### config.mk
export PLATFORM = sky130hd
export DESIGN_NAME = mem_boot_loader_flat
export DESIGN_NICKNAME = d
export VERILOG_FILES = /design/src/rtl/mem_boot_loader_if.sv /design/src/rtl/mem_boot_loader.sv /design/src/flat_wrapper.sv
export SDC_FILE = /design/constraint.sdc
export NUM_CORES = 1
export LEC_CHECK = 0
export CELL_PAD_IN_SITES_DETAIL_PLACEMENT = 2
export CELL_PAD_IN_SITES_GLOBAL_PLACEMENT = 2
export CORE_MARGIN = 2
export CORE_UTILIZATION = 37
export CTS_CLUSTER_DIAMETER = 100
export DETAILED_ROUTE_END_ITERATION = 10
export DONT_BUFFER_PORTS = 1
export PLACE_DENSITY_LB_ADDON = 0.12
export SLEW_MARGIN = 20
export SYNTH_ARGS = -nofsm -noshare
export SYNTH_HDL_FRONTEND = slang
export SYNTH_SLANG_ARGS = --single-unit
### constraint.sdc
create_clock -name i_clk -period 2.69 [get_ports i_clk]
set_input_delay 0.6725 -clock i_clk [delete_from_list [all_inputs] [get_ports i_clk]]
set_output_delay 0.6725 -clock i_clk [all_outputs]
set_load 0.1 [all_outputs]
### src/rtl/mem_boot_loader_if.sv
// ----------------------------------------------------------------------------
// mem_boot_loader_if : byte-stream handshake and mem write bus of the loader
// Revision: 1.0
// ----------------------------------------------------------------------------
`default_nettype none

interface mem_boot_loader_if;
  logic       i_valid;
  logic [7:0] i_data;
  logic       o_ready;
  logic [7:0] o_waddr;
  logic [7:0] o_wdata;
  logic       o_we;
  logic       o_cpu_rstn;
  logic       o_done;
  logic       o_err;

  // Loader side
  modport slave (
    input  i_valid, i_data,
    output o_ready, o_waddr, o_wdata, o_we, o_cpu_rstn, o_done, o_err
  );

  // Byte source / system side
  modport master (
    output i_valid, i_data,
    input  o_ready, o_waddr, o_wdata, o_we, o_cpu_rstn, o_done, o_err
  );
endinterface

`default_nettype wire

### src/rtl/mem_boot_loader.sv
// ----------------------------------------------------------------------------
// mem_boot_loader : loads a framed byte stream into mem, then releases the CPU
// Revision: 1.0
// ----------------------------------------------------------------------------
`default_nettype none

module mem_boot_loader (
  input  logic             i_clk,
  input  logic             i_rstn,
  mem_boot_loader_if.slave bus
);

  typedef enum logic [2:0] {
    S_LEN  = 3'd0,
    S_DATA = 3'd1,
    S_SUM  = 3'd2,
    S_RUN  = 3'd3,
    S_ERR  = 3'd4
  } state_t;

  state_t     state, state_nxt;
  logic [8:0] count, count_nxt;
  logic [7:0] addr, addr_nxt;
  logic [7:0] sum, sum_nxt;
  logic [7:0] waddr, waddr_nxt;
  logic [7:0] wdata, wdata_nxt;
  logic       we, we_nxt;
  logic       cpu_rstn, cpu_rstn_nxt;
  logic       done, done_nxt;
  logic       err, err_nxt;
  logic       ready;
  logic       accept;

  // Ready is gated by reset so nothing is acknowledged while the loader is held
  assign ready  = i_rstn && ((state == S_LEN) || (state == S_DATA) || (state == S_SUM));
  assign accept = bus.i_valid && ready;

  always_ff @(posedge i_clk) begin
    if (!i_rstn) begin
      state    <= S_LEN;
      count    <= 9'd0;
      addr     <= 8'h00;
      sum      <= 8'h00;
      waddr    <= 8'h00;
      wdata    <= 8'h00;
      we       <= 1'b0;
      cpu_rstn <= 1'b0;
      done     <= 1'b0;
      err      <= 1'b0;
    end else begin
      state    <= state_nxt;
      count    <= count_nxt;
      addr     <= addr_nxt;
      sum      <= sum_nxt;
      waddr    <= waddr_nxt;
      wdata    <= wdata_nxt;
      we       <= we_nxt;
      cpu_rstn <= cpu_rstn_nxt;
      done     <= done_nxt;
      err      <= err_nxt;
    end
  end

  always_comb begin
    state_nxt    = state;
    count_nxt    = count;
    addr_nxt     = addr;
    sum_nxt      = sum;
    waddr_nxt    = waddr;
    wdata_nxt    = wdata;
    we_nxt       = 1'b0;
    cpu_rstn_nxt = cpu_rstn;
    done_nxt     = done;
    err_nxt      = err;

    case (state)
      S_LEN: begin
        if (accept) begin
          // A zero length byte encodes a full 256-byte payload
          count_nxt = (bus.i_data == 8'h00) ? 9'd256 : {1'b0, bus.i_data};
          addr_nxt  = 8'h00;
          sum_nxt   = 8'h00;
          state_nxt = S_DATA;
        end
      end
      S_DATA: begin
        if (accept) begin
          waddr_nxt = addr;
          wdata_nxt = bus.i_data;
          we_nxt    = 1'b1;
          addr_nxt  = addr + 8'd1;
          sum_nxt   = sum + bus.i_data;
          count_nxt = count - 9'd1;
          if (count == 9'd1) begin
            state_nxt = S_SUM;
          end
        end
      end
      S_SUM: begin
        if (accept) begin
          if (bus.i_data == sum) begin
            state_nxt    = S_RUN;
            done_nxt     = 1'b1;
            cpu_rstn_nxt = 1'b1;
          end else begin
            state_nxt = S_ERR;
            err_nxt   = 1'b1;
          end
        end
      end
      S_RUN: begin
        cpu_rstn_nxt = 1'b1;
      end
      S_ERR: begin
        cpu_rstn_nxt = 1'b0;
      end
      default: begin
        state_nxt = S_LEN;
      end
    endcase
  end

  assign bus.o_ready    = ready;
  assign bus.o_waddr    = waddr;
  assign bus.o_wdata    = wdata;
  assign bus.o_we       = we;
  assign bus.o_cpu_rstn = cpu_rstn;
  assign bus.o_done     = done;
  assign bus.o_err      = err;

endmodule

`default_nettype wire
### src/flat_wrapper.sv
// flat-port wrapper written by rule: the top's interface ports become plain ports
module mem_boot_loader_flat 
  (i_clk, i_rstn, bus_i_valid, bus_i_data, bus_o_ready, bus_o_waddr, bus_o_wdata, bus_o_we, bus_o_cpu_rstn, bus_o_done, bus_o_err);
  mem_boot_loader_if bus_i ();
  input  logic i_clk;
  input  logic i_rstn;
  input wire logic [$bits(bus_i.i_valid)-1:0] bus_i_valid;
  input wire logic [$bits(bus_i.i_data)-1:0] bus_i_data;
  output wire logic [$bits(bus_i.o_ready)-1:0] bus_o_ready;
  output wire logic [$bits(bus_i.o_waddr)-1:0] bus_o_waddr;
  output wire logic [$bits(bus_i.o_wdata)-1:0] bus_o_wdata;
  output wire logic [$bits(bus_i.o_we)-1:0] bus_o_we;
  output wire logic [$bits(bus_i.o_cpu_rstn)-1:0] bus_o_cpu_rstn;
  output wire logic [$bits(bus_i.o_done)-1:0] bus_o_done;
  output wire logic [$bits(bus_i.o_err)-1:0] bus_o_err;
  assign bus_i.i_valid = bus_i_valid;
  assign bus_i.i_data = bus_i_data;
  assign bus_o_ready = bus_i.o_ready;
  assign bus_o_waddr = bus_i.o_waddr;
  assign bus_o_wdata = bus_i.o_wdata;
  assign bus_o_we = bus_i.o_we;
  assign bus_o_cpu_rstn = bus_i.o_cpu_rstn;
  assign bus_o_done = bus_i.o_done;
  assign bus_o_err = bus_i.o_err;
  mem_boot_loader u_core (.i_clk(i_clk), .i_rstn(i_rstn), .bus(bus_i));
endmodule
After elaboration in Yosys (flattened, before gate mapping)
Cells that the tools add are included.
{"block": "word_totals", "mem_bits_ro": 0, "latchBits": 0, "in_bits": 11, "ff_bits": 48, "ram_bits": 0, "memories": 0}
{"block": "op_classes", "shift": 0, "mux": 19, "n_lt_le_gt_ge": 0, "bitwise_logic": 2, "n_eq_ne": 11, "mul": 0, "n_div": 0, "n_reduce_logical": 16, "n_addsub": 3}
{"op": "$pmux 8 s2", "count": 2}
{"op": "$mux 9", "count": 3}
{"op": "$mux 8", "count": 3}
{"op": "$pmux 9 s2", "count": 1}
{"op": "$mux 3", "count": 5}
{"op": "$pmux 3 s4", "count": 1}
{"op": "$reduce_and 3->1", "count": 4}
{"op": "$eq 9x1->1 const B", "count": 1}
{"op": "$sub 9x1->9 const B", "count": 1}
{"op": "$add 8x1->8 const B", "count": 1}
{"op": "$add 8x8->8", "count": 1}
{"op": "$eq 8x8->1", "count": 1}
{"op": "$logic_not 8->1", "count": 1}
{"op": "$eq 3x2->1 const B", "count": 2}
{"op": "$ne 2x1->1 const B", "count": 3}
{"op": "$reduce_and 5->1", "count": 1}
{"op": "$ne 2x2->1 const B", "count": 2}
{"op": "$reduce_and 2->1", "count": 2}
{"op": "$eq 3x1->1 const B", "count": 1}
{"op": "$eq 3x3->1 const B", "count": 1}
{"op": "$logic_not 3->1", "count": 1}
{"op": "$mux 1", "count": 3}
{"op": "$pmux 1 s3", "count": 1}
{"op": "$reduce_bool 3->1", "count": 1}
{"op": "other kinds (5)", "count": 8}

Logic depth before layout (Yosys ltp)
Gate-level depths: netlist of the first run.
{"block": "depth", "ltp_word": 7, "depth_mapped": 7, "mapped_depth_nobuf": 7}

Worst setup path after synthesis of the first run
Ideal clock, no wire load.
{"block": "synth_timing", "path_type": "input to register", "start": "input bus_i_data[0]", "end": "register u_core.sum[6]", "setup_ns": 0.119, "t_required_ns": 2.571, "path_buffers": 0, "slack_ns": 0.548, "path_stages": 7, "arrival_time_ns": 2.023, "path_cell_list": "ha_1 > fa_1 > a211oi_1 > o21bai_1 > a21oi_1 > xor2_1 > o21ai_1"}
{"block": "synth_via", "elab_chain_len": 3}
{"item": "start: declaration", "line": "flat_wrapper.sv:8", "source": "input wire logic [$bits(bus_i.i_data)-1:0] bus_i_data;"}
{"item": "$add 8x8->8", "line": "mem_boot_loader.sv:92", "source": "sum_nxt = sum + bus.i_data;"}
{"item": "$mux 8", "line": "mem_boot_loader.sv:87", "source": "if (accept) begin"}
{"item": "$pmux 8 s2", "line": "mem_boot_loader.sv:76", "source": "case (state)"}
{"item": "end signal: assignment", "line": "mem_boot_loader.sv:54", "source": "sum <= sum_nxt;"}
{"item": "end: declaration", "line": "mem_boot_loader.sv:24", "source": "logic [7:0] sum, sum_nxt;"}
Every way passes these cells. The select of a mux whose other input is x is not followed.
A chain may end at the register's enable or synchronous reset.

Worst setup path in the final report of the first run
{"block": "layout_timing", "start": "register u_core.state[0]", "end": "output bus_o_ready"}
{"block": "layout_via", "elab_chain_len": 4, "elab_cells_between_ends": 6, "classes_between": "eq/ne: 2; reduce/logical: 4"}
{"item": "start: declaration", "line": "mem_boot_loader.sv:21", "source": "state_t state, state_nxt;"}
{"item": "start signal: assignment", "line": "mem_boot_loader.sv:51", "source": "state <= state_nxt;"}
{"item": "$eq 3x1->1 or $logic_not 3->1 (tied branches)", "line": "mem_boot_loader.sv:35", "source": "assign ready = i_rstn && ((state == S_LEN) || (state == S_DATA) || (state == S_SUM));"}
{"item": "$logic_or 1x1->1", "line": "mem_boot_loader.sv:35"}
{"item": "$logic_or 1x1->1 (*)", "line": "mem_boot_loader.sv:35"}
{"item": "$logic_and 1x1->1 (*)", "line": "mem_boot_loader.sv:35"}
{"item": "end: declaration", "line": "flat_wrapper.sv:9", "source": "output wire logic [$bits(bus_i.o_ready)-1:0] bus_o_ready;"}
Every way passes the cells marked *; elsewhere a longest branch is shown, timed or not.

==> summary.md, run 1 <==
| Metric | Value |
|---|---|
| Total gr overflow | 0 |
| Slew HR | 46.4% |
| WL/cell | about 18 um |
| Ys Warns | 0 |
| Pins over their slew limit | 0 |
| Number of hold buffers added after cts | 0 |
| Max Fanout on Critical Path | 22 |
| DP Wirelength | approximately 4900 um |
| Tmin final | 2.17 ns |
| Clock transition at path regs | roughly 0.09 ns |
| Slowest CP cell | and3b_2 |
| Gp weighted congestion | between 0.7 and 0.8 |
| Die X | 85.3 um |
| CTS Sinks | 48 |
| Final hold slack | 0.473 ns |
| Rows | 29 |
| Arrival time of the worst setup path | 1.50 ns |
| Initial core utilization | between 30% and 40% |
| Setup-failing EPs final | 0 |
| Avg Cell Area, Syn | 8.38 um^2 |
| R2R depth | 7 |
| Max frequency | between 400 and 500 MHz |
| Total I/O pin count | 32 |
| WHS Path Cells | 2 |
| Global-route wire length before repair | 12000 um |
| Worst Hold Class | flip-flop to flip-flop |
| Die area | just over 7000 um^2 |
| R2R setup slack | roughly 0.71 ns |
| Yosys reg bits | 48 |
| Max-cap violation count | 0 |
| Hold_sp | u_core.bus.o_wdata[1] |
| Via count | around 2200 |
| Antenna diode count | 0 |
| Die Ht | approximately 85 um |
| Hold endpoint | u_core.bus.o_wdata[1] |
| GRT Total Usage | between 20% and 30% |
| Count of input and output buffers | 0 |
| Leak Pwr | around 0.0011 uW |
| Slowest cell delay on critical path | between 0.5 and 0.6 ns |
| Cell Pwr Density | 539 nW/um^2 |
| Worst endpoint required time | just over 2 ns |
| Resized Gates After CTS | 0 |
| EDFF count, synth | 0 |
| DRT iter0 DRCs | just over 90 |
| Main synth FF type | dfxtp_1 |
| DP Area | 2680 um^2 |
| Layout cells sized above 1 | 13.8% |
| Netlist cell types | just under 50 |
| Pre-antenna DRT Iters | 4 |
| Area grow syn2layout | 14.4% |
| Fin area | approximately 2800 um^2 |
| DR vias/cell | 5.68 |
| Status | finished clean |
| DRC viols | 0 |
| Sequential area share after synthesis | about two fifths |
| Number of routed nets with antenna violations | 0 |
| Clk root buf | clkbuf_8 |
| CP endpoint kind | primary output |
| Actual slew at the worst max-slew pin | 0.804 ns |
| Final-stage net count | ~330 |
| Maximum vdd drop | roughly 220 uV |
| Clk_skew | 0.00827 ns |
| # Post-CTS Setup Buffers | 0 |
| CTS Buf Count | 5 |
| Antenna violations before repair | 0 |
| Final Cycle Share | about 80% |
| Critical-path cell list | buf_4, nand2_1, and3b_2 |
| Reg-to-Reg End | u_core.sum[6] |
| TNS Setup | 0 ns |
| RR Startpoint | u_core.sum[0] |
| Syn Inst Count | around 290 |
| RSZ-0062 raised after global routing | no |
| Placeable core area | 6390 um^2 |
| Startpoint type of the worst setup path | flip-flop |
| Fillers | 733 |
| Netlist Area Pre-Place | ~2400 um^2 |
| Total Wirelength | 7100 um |
| CTS tree | yes |
| Clk Latency, worst-skew pair | around 0.3 ns |
| Vias in the first global route | roughly 2400 |
| Mapped Nets | 314 |
| Critical path launch point | u_core.state[0] |
| H-tree depth | 2 |
| Synth async-reset ratio | 0% |
| Final Hold Viols | 0 |
| Clock buffer depth | 2 |
| Largest net degree at the start of global routing | 48 |
| Critical path type | flip-flop to primary output |
metal layers:
metal / up-vias / global-route usage (%) / wire, um
met4: 0 / 5.92 / 82
met3: 6 / 2.72 / 154
met5: - / 0 / 0
li1: 1061 / - / -
met1: 1114 / 27.7 / 3360
met2: 21 / 35.4 / 3510
worst max-delay path by stage:
stage | slack, ns | cells past startpoint | end
CTS | 0.50 | 3 | bus_o_ready
global placement | 0.43 | 7 | u_core.sum[6]
detailed placement | 0.37 | 7 | u_core.sum[6]
global route | 0.44 | 3 | bus_o_ready
finish | 0.52 | 3 | bus_o_ready
floorplan | 0.55 | 7 | u_core.sum[6]
kinds of logic (layout without fill, tap and decap cells):
family / count (synthesis) / after routing / synth area share (%)
AND/OR/NAND/NOR: 119 / 119 / 24.1
multiplexers: 1 / 1 / 0.409
XOR/XNOR: 13 / 13 / 4.65
buffers and inverters: 22 / 41 / 3.99
adder cells (fa/ha/maj): 11 / 11 / 5.93
flip-flops: 48 / 48 / 39.3
AO/OA/AOI/OAI: 78 / 78 / 21.6
per-stage QoR:
stage / worst slack (ns) / total power, uW / cells / utilization, %
6_report: 0.516 / 1510 / 388 / 43.8
5_1_grt: 0.441 / 1580 / 388 / 43.8
4_1_cts: 0.503 / 1530 / 388 / 43.8
3_5_place_dp: 0.367 / 967 / 380 / 41.9
3_3_place_gp: 0.427 / 961 / 380 / 41.9
2_1_floorplan: 0.548 / 924 / 292 / -
power breakdown:
group / total, uW / switching, uW / internal [uW] / leakage, uW
Clock: 555 / 250 / 304 / 0.0000614
Sequential: 745 / 17.9 / 727 / 0.000388
Combinational: 208 / 132 / 76.1 / 0.000646
Total: 1510 / 400 / 1110 / 0.00110
critical path, delay by kind of cell, from the launching register on:
family | cells | cell delay [ns]
flops | 1 | 0.32
simple gates | 2 | 0.66
buf+inv | 1 | 0.22
synth_stat cells, types with 7 or more instances:
library cell / n / share of area (%)
clkbuf_1: 7 / 1.1
dfxtp_1: 48 / 39
nor2_1: 15 / 2.3
a21boi_1: 7 / 2.1
nand3_1: 15 / 3.1
a21boi_0: 16 / 4.9
xor2_1: 9 / 3.2
nand2_1: 49 / 7.5
a21oi_1: 12 / 2.5
nor2b_1: 7 / 1.8
buf_2: 8 / 1.6
o21ai_0: 9 / 1.8
ha_1: 10 / 5.1
area by class of cell:
type                            count  area, um^2  area share, %
Multi-Input combinational cell    222        1390           49.8
Sequential cell                    48         961           34.3
Timing Repair Buffer               27         203           7.24
Tap cell                           77        96.3           3.44
Clock buffer                        6        82.6           2.95
Clock inverter                      2        38.8           1.39
Inverter                            6        23.8          0.849
flip-flops by register name (all words and copies together) (netlist names):
| name | flops |
|---|---|
| u_core.bus.o_waddr | 8 |
| u_core.bus.o_wdata | 8 |
| u_core.addr | 8 |
| u_core.count | 9 |
| u_core.state | 3 |
| u_core.bus.o_err | 1 |
| u_core.bus.o_cpu_rstn | 1 |
| u_core.sum | 8 |
| u_core.bus.o_done | 1 |
| u_core.bus.o_we | 1 |
cells in the final DEF (no fill, tap or decap), types with 2 or more instances in the layout:
master    instances
nor3b_1           2
nand2_1          49
and3_1            3
nand3_1          15
a22oi_1           3
nor2b_1           7
a211oi_1          3
nand4_1           3
a21boi_1          7
o221ai_1          2
o211ai_1          4
o21a_1            4
nand3b_1          2
nor2_1           15
and2_1            5
a41oi_1           2
nor3_2            2
o21ai_1           4
nor4_1            3
nor3_1            5
dfxtp_1          48
a21o_1            3
a31oi_1           3
xor2_1            9
xnor2_1           4
o21ai_0           9
buf_4            27
inv_1             5
a21boi_0         16
a21oi_1          12
clkbuf_8          6
ha_1             10
o31ai_1           2
No activity file was read; power rests on OpenSTA's default activity.
==> inputs of run 2 (changes only) <==
- CORE_UTILIZATION: 37 -> 34
- clock period: 2.69 -> 1.9 ns (I/O delays scaled with it)
==> run 2 against run 1 <==
  * Clock skew decreased by 0.0014 ns
  * Worst hold slack worse by 0.18 ns
  * Sequential share of layout area is 1.1 points lower
  * Die area rose by 8.4%
  * Non-clock buffer count grew 9
  * Utilization decreased by 1.7 points
==> summary.md, run 2 (synthesized netlist as in run 1, its figures left out) <==
| Metric | Value |
|---|---|
| Tmin final | 1.83 ns |
| Actual slew at the worst max-slew pin | 0.559 ns (-0.245 ns) |
| Pre-CTS WS | -0.0538 ns (-0.421 ns) |
| Clk root buf | clkbuf_8 |
| Reg with most FFs | u_core.count |
| H-tree depth | 2 (unchanged) |
| Max-cap violation count | 0 (unchanged) |
| Slowest cell delay on critical path | 0.51 ns (-0.02 ns) |
| Max frequency | between 500 and 600 MHz |
| Max FFs per register | 9 (unchanged) |
| Total gr overflow | 0 (unchanged) |
| CTS Sinks | 48 (unchanged) |
| Initial core utilization | 35.6% (-2.7 points) |
| Total Power | 2100 uW (+39%) |
| Setup-failing EPs final | 0 (unchanged) |
| Met2 wire len | 3480 um (-0.77%) |
| Clk_skew | 0.00684 ns (-0.00143 ns) |
| Final worst slack | 0.0721 ns (-0.444 ns) |
| Commonest non-fill, non-tap cells in the layout | nand2_1 (49), dfxtp_1 (48), buf_4 (36) |
| Maximum vdd drop | 246 uV (+9.9%) |
| CTS tree | yes |
| Pre-antenna DRT Iters | 4 (unchanged) |
| Commonest non-fill, non-tap cell in the layout | nand2_1 |
| # Post-CTS Setup Buffers | 0 (unchanged) |
| CP endpoint kind | primary output |
| Critical path type | flip-flop to primary output |
| Die area | 7890 um^2 (+8.4%) |
| Arrival time of the worst setup path | 1.35 ns (-0.15 ns) |
| DRC viols | 0 (unchanged) |
| Max Fanout on Critical Path | 5 (-77%) |
| DR vias/cell | 5.36 (-5.5%) |
| WL/cell | 17.3 um (-5.4%) |
| Antenna diode count | 0 (unchanged) |
| Top sig layer | met4 |
| Gp weighted congestion | 0.776 (+1.3%) |
| Status | finished clean |
| DP Wirelength | 5340 um (+9.6%) |
| Worst Hold Class | input port to flip-flop |
| CP Buf/Inv Count | 1 (unchanged) |
| Final Util | 42.1% (-1.7 points) |
| Total Wirelength | 7200 um (+1.4%) |
| Clk Latency, worst-skew pair | 0.30 ns (about the same) |
| Vias in the first global route | 2368 (+0.13%) |
| Final-stage net count | 341 (+2.7%) |
| RSZ-0062 raised after global routing | no |
| Startpoint type of the worst setup path | flip-flop |
| Worst endpoint required time | 1.42 ns (-0.60 ns) |
| Critical path's top delay family | simple AND/OR/NAND/NOR gates |
| TNS Setup | 0 ns (unchanged) |
| Final Cycle Share | about 96% |
| CTS Buf Count | 5 (unchanged) |
| Total I/O pin count | 32 (unchanged) |
| Pins over their slew limit | 0 (unchanged) |
| Rows | 30 (+3.4%) |
| Leak Pwr | 0.00113 uW (+3.6%) |
| Number of routed nets with antenna violations | 0 (unchanged) |
| Antenna violations before repair | 0 (unchanged) |
| Clock buffer depth | 2 (unchanged) |
| Layout cells sized above 1 | 17.2% (+3.4 points) |
| Die Ht | 88.8 um (+4.1%) |
| Final Hold Viols | 0 (unchanged) |
| Via count | 2231 (+1.3%) |
| DRT iter0 DRCs | 54 (-41%) |
| Area grow syn2layout | 18.4% |
| Placeable core area | 6870 um^2 (+7.6%) |
| Die X | 88.8 um (+4.1%) |
| Met3 wire len | 158 um (+2.6%) |
| Largest net degree at the start of global routing | 48 (unchanged) |
| Global-route wire length before repair | 12400 um (+2.9%) |
| Routed length on met1 | 3510 um (+4.6%) |
| Slew HR | 62.4% (+16 points) |
| Critical-path cell list | buf_4, and3b_4 |
| Count of input and output buffers | 0 (unchanged) |
| GRT Total Usage | 20.6% (-0.29 points) |
| Slowest CP cell | and3b_4 |
| Clock transition at path regs | 0.09 ns (about the same) |
| Cell Pwr Density | 725 nW/um^2 (+35%) |
[run 2: timing repair]
action | CTS | global route
endpoints found under the hold margin | 0 | 0
setup endpoints to repair | 1 | 1
pin swaps | 0 | 0
hold buffers | 0 | 0
gates resized for setup | 1 | 2
[run 2: report_power, final]
part | switching, uW | internal (uW) | total, uW
Clock | 341 | 391 | 732
Sequential | 25.9 | 1030 | 1060
Combinational | 191 | 120 | 310
Total | 558 | 1540 | 2100
[run 2: final cells by class]
type / instances / area (um^2)
Fill cell: 779 / 3970
Timing Repair Buffer: 36 / 270
Clock buffer: 6 / 72.6
Multi-Input combinational cell: 222 / 1410
Tap cell: 96 / 120
Sequential cell: 48 / 961
Clock inverter: 2 / 35.0
Inverter: 6 / 23.8
[run 2: worst paths after layout]
| kind | startpoint | to | slack, ns | cells past startpoint |
|---|---|---|---|---|
| max | u_core.state[2] | bus_o_ready | 0.07 | 2 |
| min | i_rstn | u_core.bus.o_err | 0.29 | 1 |
| max reg2reg | u_core.sum[0] | u_core.sum[6] | 0.14 | 7 |
| min reg2reg | u_core.bus.o_wdata[3] | u_core.bus.o_wdata[3] | 0.47 | 2 |
[run 2: worst reg2reg max path: stages (launching register included)]
cell and delay (ns):
dfxtp_1 0.32, ha_1 0.20, fa_2 0.37, a211oi_2 0.25, o21bai_1 0.09, a21oi_1 0.18
xor2_1 0.16, o21ai_1 0.08
[run 2: stage by stage]
stage	std cells	cell area, um^2	hold slack (ns)
after floorplan	292	2450	0.443
after global placement	408	2780	0.452
after detailed placement	408	2780	0.463
after CTS	416	2890	0.287
after global routing	416	2900	0.284
final	416	2900	0.294
[run 2: routing by layer]
metal / GRT usage [%] / up-vias
met1: 28.0 / 1123
met5: 0 / -
li1: - / 1083
met2: 34.5 / 19
met3: 3.54 / 6
met4: 3.72 / 0
==> inputs of run 3 (changes only) <==
- RECOVER_POWER: not set -> 50
==> run 3 against run 2 <==
  * Die area unchanged
  * Critical path depth did not move
  * Clock-buffer cell count is the same
  * Sequential power hardly changed
  * Worst hold slack barely moved
  * Cell area fell by 2.1%
  * Final cell count unchanged
  * Register-to-register slack hardly changed
  * Highest routed layer unchanged
  * Routed wire length fell by 0.40%
  * Clock power about the same
  * Sequential share of layout area rose by 0.70 points
  * Sequential cell count unchanged
==> summary.md, run 3 (synthesized netlist as in run 1, its figures left out) <==
| Metric | Value |
|---|---|
| Final hold slack | 0.294 ns (-0.000122 ns) |
| Startpoint type of the worst setup path | flip-flop |
| Hold_sp | i_rstn |
| DRT iter0 DRCs | 60 (+11%) |
| H-tree depth | 2 (unchanged) |
| Max Fanout on Critical Path | 5 (unchanged) |
| DP Wirelength | 5340 um (unchanged) |
| Largest net degree at the start of global routing | 48 (unchanged) |
| Area grow syn2layout | 15.9% |
| Max-cap violation count | 0 (unchanged) |
| R2R depth | 7 (unchanged) |
| Reg with most FFs | u_core.count |
| Worst Hold Class | input port to flip-flop |
| Rows | 30 (unchanged) |
| Pins over their slew limit | 0 (unchanged) |
| Gp weighted congestion | 0.776 (unchanged) |
| Busiest layer in global routing | met2 |
| Final Hold Viols | 0 (unchanged) |
| Total gr overflow | 0 (unchanged) |
| Footprint of the multi-input gates | 1410 um^2 (-0.18%) |
| Slew HR | 62.0% (-0.40 points) |
| Tmin final | 1.83 ns (+0.00163 ns) |
| Commonest non-fill, non-tap cells in the layout | nand2_1 (50), dfxtp_1 (48), clkbuf_2 (23) |
| Vias in the first global route | 2368 (unchanged) |
| Initial core utilization | 35.6% (unchanged) |
| Total Wirelength | 7170 um (-0.40%) |
| DR vias/cell | 5.38 (+0.27%) |
| Clock buffer depth | 2 (unchanged) |
| Clk Latency, worst-skew pair | 0.30 ns (about the same) |
| Total I/O pin count | 32 (unchanged) |
| Via count | 2237 (+0.27%) |
| Number of hold buffers added after cts | 0 (unchanged) |
| CP endpoint kind | primary output |
| Final Non-Filler Cells | 416 (unchanged) |
| Final Cycle Share | 96.3% (about the same) |
| Layout cells sized above 1 | 16.9% (-0.31 points) |
| Max FFs per register | 9 (unchanged) |
| RR Startpoint | u_core.sum[0] |
| Critical path type | flip-flop to primary output |
| Routing usage on met3 | 3.54% (unchanged) |
| Pre-antenna DRT Iters | 4 (unchanged) |
| Count of input and output buffers | 0 (unchanged) |
| Die X | 88.8 um (unchanged) |
| Die Ht | 88.8 um (unchanged) |
| Commonest non-fill, non-tap cell in the layout | nand2_1 |
| Inst Count DP | 408 (unchanged) |
| DRC viols | 0 (unchanged) |
| Arrival time of the worst setup path | 1.35 ns (about the same) |
| Antenna violations before repair | 0 (unchanged) |
| Clk root buf | clkbuf_8 |
| Leak Pwr | 0.00111 uW (-1.8%) |
| Number of routed nets with antenna violations | 0 (unchanged) |
| CTS Buf Count | 5 (unchanged) |
| Met1 Track Usage GR | 28.0% (unchanged) |
| Slowest cell delay on critical path | 0.51 ns (about the same) |
| GRT Total Usage | 20.6% (unchanged) |
| CP endpoint | bus_o_ready |
| Cell Pwr Density | 738 nW/um^2 (+1.8%) |
| Register Area | 961 um^2 (unchanged) |
| Global-route wire length before repair | 12400 um (unchanged) |
| CTS tree | yes |
| RSZ-0062 raised after global routing | no |
| Final-stage net count | 341 (unchanged) |
| Critical path launch point | u_core.state[2] |
| Status | finished clean |
| Antenna diode count | 0 (unchanged) |
| Met2 GRT Util | 34.5% (unchanged) |
| Actual slew at the worst max-slew pin | 0.565 ns (+0.00602 ns) |
| Clk_skew | 0.00607 ns (-0.000768 ns) |
| CTS Sinks | 48 (unchanged) |
| Maximum vdd drop | 245 uV (-0.15%) |
| Die area | 7890 um^2 (unchanged) |
| Max frequency | 547 MHz (about the same) |
| Slowest CP cell | and3b_4 |
| Placeable core area | 6870 um^2 (unchanged) |
| Clock transition at path regs | 0.09 ns (about the same) |
| Fillers | 787 (+1.0%) |
| Worst endpoint required time | 1.42 ns (about the same) |
| Critical-path cell list | buf_4, and3b_4 |
| WL/cell | 17.2 um (-0.40%) |
| R2R setup slack | 0.14 ns (about the same) |
| Setup-failing EPs final | 0 (unchanged) |
| Reg-to-Reg End | u_core.sum[6] |
-- run 3: metrics by stage --
| stage | power, uW | setup TNS (ns) | utilization, % | area [um^2] | setup WS [ns] |
|---|---|---|---|---|---|
| floorplan | 1310 | 0 | - | 2450 | 0.0470 |
| global placement | 1380 | 0 | 40.4 | 2780 | 0.0000486 |
| detailed placement | 1390 | -0.0965 | 40.4 | 2780 | -0.0538 |
| CTS | 2130 | 0 | 42.0 | 2890 | 0.0681 |
| global route | 2210 | 0 | 41.3 | 2840 | 0.00107 |
| finish | 2090 | 0 | 41.3 | 2840 | 0.0705 |
-- run 3: how the worst min path moves through the flow --
| stage | to | depth (start not counted) |
|---|---|---|
| after floorplan | u_core.sum[6] | 2 |
| after global placement | u_core.bus.o_wdata[4] | 2 |
| after detailed placement | u_core.bus.o_waddr[7] | 2 |
| after CTS | u_core.addr[0] | 1 |
| after global routing | u_core.bus.o_cpu_rstn | 1 |
| final | u_core.bus.o_err | 1 |
-- run 3: final cells by class --
type,count,area share (%)
Multi-Input combinational cell,222,49.7
Sequential cell,48,33.9
Timing Repair Buffer,36,7.50
Tap cell,96,4.24
Clock buffer,6,2.56
Clock inverter,2,1.24
Inverter,6,0.838
-- run 3: report_power, final --
part,total [uW],switching (uW),internal (uW)
clock network,732,341,391
logic,305,191,114
registers,1060,25.8,1030
-- run 3: critical path, delay by kind of cell (launching register included) --
| family | cells | cell delay [ns] |
|---|---|---|
| AND/OR/NAND/NOR | 1 | 0.51 |
| flip-flops | 1 | 0.37 |
| buffers and inverters | 1 | 0.17 |
-- run 3: routing by layer --
| metal | part of all wire (%) | up-vias | wire length (um) |
|---|---|---|---|
| li1 | - | 1089 | - |
| met1 | 48 | 1121 | 3480 |
| met2 | 48 | 23 | 3480 |
| met3 | 2.4 | 4 | 173 |
| met4 | 0.64 | 0 | 46 |
| met5 | 0 | - | 0 |
-- run 3: what timing repair did --
item | 4_1_cts | 5_1_grt
pin swaps | 0 | 0
endpoints found under the hold margin | 0 | 0
endpoints found under the setup margin | 1 | 1
setup buffers | 0 | 0
resized for setup | 1 | 2
